===== config.mk =====
export PLATFORM = sky130hd
export DESIGN_NAME = fifo_ctrl
export DESIGN_NICKNAME = d
export VERILOG_FILES = /design/src/rtl/fifo_ctrl.sv
export SDC_FILE = /design/constraint.sdc
export NUM_CORES = 1
export LEC_CHECK = 0
export CORE_AREA = 2 2 74 76
export DETAILED_ROUTE_END_ITERATION = 10
export DIE_AREA = 0 0 76 78
export DONT_BUFFER_PORTS = 1
export PLACE_DENSITY = 0.45
export SETUP_SLACK_MARGIN = 0.05
export SYNTH_ARGS = -nofsm -noshare
export SYNTH_HDL_FRONTEND = slang
export SYNTH_SLANG_ARGS = --single-unit

===== constraint.sdc =====
create_clock -name clk -period 3.2 [get_ports clk]
set_input_delay 0.64 -clock clk [delete_from_list [all_inputs] [get_ports clk]]
set_output_delay 0.64 -clock clk [all_outputs]
set_load 0.005 [all_outputs]

===== src/rtl/fifo_ctrl.sv =====
// Pointer, occupancy and flag controller for an external FIFO storage array.
// Grants client requests against full/empty and registers returned read data.
module fifo_ctrl #(
   parameter int unsigned MEM_SIZE  = 8,
   parameter int unsigned WORD_SIZE = 10,
   parameter int unsigned PTR_L     = 3,
   parameter int unsigned AF_TH     = 6,
   parameter int unsigned AE_TH     = 2
) (
   input  logic                 clk,
   input  logic                 reset_L,
   input  logic                 push_req,
   input  logic                 pop_req,
   input  logic [WORD_SIZE-1:0] data_in,
   input  logic [WORD_SIZE-1:0] data_out_MM,
   output logic                 push,
   output logic                 pop,
   output logic [PTR_L-1:0]     wr_ptr,
   output logic [PTR_L-1:0]     rd_ptr,
   output logic [WORD_SIZE-1:0] data_in_MM,
   output logic [WORD_SIZE-1:0] data_out,
   output logic                 data_valid,
   output logic [PTR_L:0]       fifo_count,
   output logic                 full,
   output logic                 empty,
   output logic                 almost_full,
   output logic                 almost_empty,
   output logic                 overflow_err,
   output logic                 underflow_err
);

   localparam int unsigned CNT_W = PTR_L + 1;
   localparam logic [PTR_L-1:0] LAST_PTR = PTR_L'(MEM_SIZE - 1);

   // Status flags decode the registered occupancy only.
   always_comb begin
      full         = (fifo_count == CNT_W'(MEM_SIZE));
      empty        = (fifo_count == '0);
      almost_full  = (fifo_count >= CNT_W'(AF_TH));
      almost_empty = (fifo_count <= CNT_W'(AE_TH));
   end

   // Strobes are gated by reset so the array sees nothing while reset is held.
   always_comb begin
      push       = reset_L & push_req & ~full;
      pop        = reset_L & pop_req & ~empty;
      data_in_MM = data_in;
   end

   always_ff @(posedge clk or negedge reset_L) begin
      if (!reset_L) begin
         wr_ptr <= '0;
      end else if (push) begin
         wr_ptr <= (wr_ptr == LAST_PTR) ? '0 : wr_ptr + PTR_L'(1);
      end
   end

   always_ff @(posedge clk or negedge reset_L) begin
      if (!reset_L) begin
         rd_ptr <= '0;
      end else if (pop) begin
         rd_ptr <= (rd_ptr == LAST_PTR) ? '0 : rd_ptr + PTR_L'(1);
      end
   end

   // Simultaneous push and pop leave occupancy unchanged.
   always_ff @(posedge clk or negedge reset_L) begin
      if (!reset_L) begin
         fifo_count <= '0;
      end else if (push && !pop) begin
         fifo_count <= fifo_count + CNT_W'(1);
      end else if (pop && !push) begin
         fifo_count <= fifo_count - CNT_W'(1);
      end
   end

   always_ff @(posedge clk or negedge reset_L) begin
      if (!reset_L) begin
         data_out   <= '0;
         data_valid <= 1'b0;
      end else begin
         data_valid <= pop;
         if (pop) data_out <= data_out_MM;
      end
   end

   // Sticky request-versus-flag errors; only reset clears them.
   always_ff @(posedge clk or negedge reset_L) begin
      if (!reset_L) begin
         overflow_err  <= 1'b0;
         underflow_err <= 1'b0;
      end else begin
         if (push_req && full)  overflow_err  <= 1'b1;
         if (pop_req && empty)  underflow_err <= 1'b1;
      end
   end

endmodule


## Word level (Yosys, flattened, before mapping)

Index checks and enable logic that the tools add are counted.

| cells by class | value |
|---|---|
| mux-type cells | 4 |
| bitwise gates (word level) | 6 |
| equality and inequality tests | 3 |
| reductions and logical operators | 8 |
| $add $sub $neg | 4 |
| order comparisons | 2 |

Operators with widths:

| operator | count |
|---|---|
| 2-to-1 mux 4 bit | 2 |
| adder 3 x 1 -> 3 bit, second input constant | 2 |
| == test 3 bit, second input constant | 2 |
| 2-to-1 mux 3 bit | 2 |
| adder 4 x 1 -> 4 bit, second input constant | 1 |
| AND 1 bit | 4 |
| == test 4 bit, second input constant | 1 |
| >= comparator 4 x 3 -> 1 bit, second input constant | 1 |
| less-or-equal comparator 4 x 2 -> 1 bit, second input constant | 1 |
| logical AND 1 bit | 4 |
| logical NOT 4 bit | 1 |
| subtractor 4 x 1 -> 4 bit, second input constant | 1 |
| logical NOT 1 bit | 2 |
| inverter 1 bit | 2 |
| nonzero test 2 bit | 1 |

| word-level totals | value |
|---|---|
| output and inout port bits | 39 |
| logic and storage cells | 34 |
| bits in registers | 23 |
| input port bits | 24 |

## Logic depth before layout (Yosys ltp)

| logic depth | value |
|---|---|
| depth after elaboration | 7 |
| depth in mapped cells | 10 |
| mapped depth without buffers | 9 |

## Worst setup path before layout

OpenSTA, ideal clock, no wires.

| timing path | value |
|---|---|
| kind | reg-to-reg |
| start | register fifo_count[1] |
| end | register fifo_count[3] |
| setup time | 0.131 ns |
| data required time | 3.069 ns |
| arrival | 2.563 ns |
| period minus slack after synthesis | 2.694 ns |
| stages on the path, launching flop included | 11 |
| slack | 0.506 ns |
| cell sequence | dfrtp_1 > nor4_4 > nor2_4 > buf_6 > inv_1 > ha_1 > inv_1 > ha_1 > or4_1 > o211ai_1 > o211ai_1 |

| between the ends | value |
|---|---|
| longest elaborated chain between the ends | 6 |
| elaborated cells on any way between the ends | 15 |
| those cells by class | 2 x add/sub; 1 x eq/ne; 2 x mux; 4 x bitwise; 6 x reduce/logical |

Ends and longest elaborated chain:

| element | line | source |
|---|---|---|
| from (decl) | 23 | `output logic [PTR_L:0] fifo_count,` |
| from (signal assigned) | 71 | `fifo_count <= fifo_count + CNT_W'(1);` |
| from (signal assigned) | 73 | `fifo_count <= fifo_count - CNT_W'(1);` |
| logical NOT 4 bit (*) | 38 | `empty = (fifo_count == '0);` |
| via empty | 25 | `output logic empty,` |
| inverter 1 bit (*) | 46 | `pop = reset_L & pop_req & ~empty;` |
| AND 1 bit (*) | 46 |  |
| via pop | 17 | `output logic pop,` |
| logical NOT 1 bit | 70 | `end else if (push && !pop) begin` |
| logical AND 1 bit | 70 |  |
| 2-to-1 mux 4 bit / nonzero test 2 bit (equally long branches) | - |  |

Mark *: on every way through the listed nets, which the timed path passes. The rest lies on a longest branch. The select of a mux whose other input is x is not followed.
A chain may end at the register's enable or synchronous reset.

## Worst setup path after layout

| timing path | value |
|---|---|
| start | register fifo_count[1] |
| end | register fifo_count[3] |

| between the ends | value |
|---|---|
| longest elaborated chain between the ends | 6 |
| elaborated cells on any way between the ends | 15 |
| those cells by class | 2 x add/sub; 1 x eq/ne; 2 x mux; 4 x bitwise; 6 x reduce/logical |

Ends and longest elaborated chain:

| element | line | source |
|---|---|---|
| == test 4 bit (*) | 37 | `full = (fifo_count == CNT_W'(MEM_SIZE));` |
| via full | 24 | `output logic full,` |
| inverter 1 bit (*) | 45 | `push = reset_L & push_req & ~full;` |
| AND 1 bit (*) | 45 |  |
| logical NOT 1 bit | 72 | `end else if (pop && !push) begin` |
| logical AND 1 bit | 72 |  |
| nonzero test 2 bit (no source line) | - |  |

Marked as above.

==> reports/qor.yml <==
timing_worst_slew_pin_value_ns: 0.427
post_synth.cell_area_avg_um2: 13.3
run_status: "complete, no violations"
place.port_buffers: 0
dr_vias_cell: 4.31
power.share.clock_pct: 15.6
num_rows: 26
setup.reg_to_reg.worst_slack_ns: 0.48
slew_violations: 0
grt_first_pass_wirelength_um: 4050
clk_transition_reported_paths_ns: 0.09
critical_path.slowest_cell: "sky130_fd_sc_hd__or4_1"
dp_hpwl_um: 1840
setup_viol_count_final: 0
clk_tree_root_cell: "sky130_fd_sc_hd__clkbuf_8"
min_path_type: "in2async"
fillCellCount: 530
switching_share_pct: 37.0
synth-warning-count: 0
clk_latency_ns: 0.26
cts_inserted_buffers: 3
mostFrequentLayoutCell: "sky130_fd_sc_hd__dfrtp_1"
synth.largest_area_cell: "sky130_fd_sc_hd__dfrtp_1"
stdcell_count: 156
fin_ws_ns: 0.482
worstSetupEndpointType: "flip-flop"
grt_util_all_layers_pct: 8.89
max_stage_delay_ns: 0.55
internal_power_uw: 740
finalCritPeriodShare_pct: 84.9
htreeDepth: 1
tritoncts: "yes"
worst_ep_arrival_time_ns: 2.86
pin_count: 63
slew-limit-headroom_pct: 71.5
area_growth_syn_to_layout_pct: 4.69
netlist.area_leader.share_pct: 46.9
synthTopCellsByArea: "sky130_fd_sc_hd__dfrtp_1, sky130_fd_sc_hd__mux2_4, sky130_fd_sc_hd__mux2_2"
final_area_um2: 1280
final_layout_size_suffix_gt1_share_pct: 29.1
grt_ovf: 0
synth.yosys.seq_area_share_pct: 46.9
ctsLongestPathBuffers: 2
num-nets-final: 119
setup_repair_after_global_routing_missed_its_margin: "no"
core_region_area_um2: 5040
cp_data_required_time_ns: 3.34
p_comb_share_pct: 33.9
dp_slack_ns: 0.449
antenna_found_initial: 0
floorplan.die.height_um: 78
power.sequential.fraction_pct: 50.5
route.antenna.remaining_nets: 0
r2r_start: "fifo_count[1]"
grt_start_max_net_pins: 26
worstPathMaxFanout: 8
vdd_ir_drop_max_uv: 421
path_cells: "nor4b_4, nor2_1, ha_1, inv_1, ha_1, or4_1, o211ai_1, o211ai_1"
maxCapViolCount: 0
detailroute.via_count: 673
insertedDiodeCount: 0
postCtsHoldBufs: 0
post-place-cells: 152
ys_seq_elements: 23
postSynthCellCount: 92
detail_route.drc_violations: 0
leakage_nw: 0.535
count_of_final_hold_check_violations: 0
first_global_vias: 740
crit-reg2reg-capture: "fifo_count[3]"
worst_clock_skew_ns: 0.00462
type_of_element_launching_the_critical_path: "flip-flop"
power_density_nw_per_um2: 915
post_place_instance_area_um2: 1240
die_width_um: 76
layout.cells.most_common_list: "sky130_fd_sc_hd__dfrtp_1, sky130_fd_sc_hd__mux2_2, sky130_fd_sc_hd__mux2_4"
fmaxAchievable_mhz: 368
setup_total_negative_slack_ns: 0
synthesis.nets: 124
fin_crit_ns: 2.72
clock_sink_count: 23
floorplan.die_area_um2: 5930
post_cts_resized: 0
drt_iter0_markers: 9
place_congestion: 0.656
wirelength_um: 2500
initial_util_pct: 24.3
synth_area_um2: 1230
detailedRoute.firstPassIterationCount: 2
wire_per_inst_um: 16.0
critPathKind: "reg2reg"
cts_setup_buffers: 0
timing.reg2reg.worst_path_depth: 8
p_switching_uw: 434
ys_types: 28
## through the flow
stage / hold WS [ns] / util [%] / total power [mW]
5_1_grt: 0.0258 / 25.5 / 1.29
6_report: 0.0597 / 25.5 / 1.17
4_1_cts: 0.0422 / 25.5 / 1.21
3_3_place_gp: 0.345 / 24.6 / 0.982
2_1_floorplan: 0.344 / - / 0.909
3_5_place_dp: 0.345 / 24.6 / 1.01
## sequential cells by signal (all words and copies together), names as in the netlist
name	cells
data_valid	1
fifo_count	4
underflow_err	1
overflow_err	1
rd_ptr	3
data_out	10
wr_ptr	3
## synth_stat cells, drive strengths merged
cell / n
a2111o: 1
a211oi: 1
a21o: 3
a21oi: 2
buf: 11
clkbuf: 1
dfrtp: 23
fa: 1
ha: 7
inv: 2
mux2: 17
mux2i: 1
nand2: 4
nand3: 2
nand3b: 1
nor2: 4
nor2b: 1
nor3: 1
nor4: 1
nor4b: 1
o211ai: 2
o21ai: 1
or3: 1
or4: 1
xnor2: 2
## metal layers
metal,part of all wire (%),track usage [%]
met1,40,9.81
met3,8.7,3.02
met4,1.6,5.09
met2,50,15.0
met5,0,0
## worst max path at each step
| stage | slack (ns) | cells past startpoint | startpoint | to |
|---|---|---|---|---|
| 2_1_floorplan | 0.51 | 10 | fifo_count[1] | fifo_count[3] |
| 3_3_place_gp | 0.52 | 8 | fifo_count[1] | fifo_count[3] |
| 3_5_place_dp | 0.45 | 8 | fifo_count[1] | fifo_count[3] |
| 4_1_cts | 0.44 | 8 | fifo_count[1] | fifo_count[3] |
| 5_1_grt | 0.32 | 8 | fifo_count[1] | fifo_count[3] |
| 6_report | 0.48 | 8 | fifo_count[1] | fifo_count[3] |
## worst max-delay path: cells and delay by family, from the launching register on
kind                       cells  cell delay (ns)
buffers and inverters          1             0.15
DFF                            1             0.53
adders and majority gates      2             0.58
and+or+nand+nor                3             1.13
AOI/OAI and AO/OA              2             0.21
## cells by family (layout without fill, tap and decap cells)
kind of cell / Yosys count / in the layout / synth area share (%)
flops: 23 / 23 / 46.9
simple gates: 17 / 17 / 10.2
compound gates: 10 / 10 / 5.82
fa+ha+maj: 8 / 8 / 8.78
buf+inv: 14 / 8 / 7.96
xor+xnor: 2 / 2 / 1.43
mux: 18 / 18 / 18.9
## power by group through the flow
stage          sequential, mW  clock, mW  combinational (mW)
2_1_floorplan           0.556          0               0.353
6_report                0.593      0.183               0.398
5_1_grt                 0.620      0.217               0.449
4_1_cts                 0.598      0.200               0.408
3_3_place_gp            0.598          0               0.384
3_5_place_dp            0.604          0               0.403
## cell type report
type	instances	area [um2]	share of cell area, %
sequential	23	576	44.8
multi-input combinational	55	553	43.1
tap	70	87.6	6.82
clock buffer	4	45.0	3.51
timing repair buffer	2	15.0	1.17
inverter	2	7.51	0.585
(Power assumes the default switching activity.)
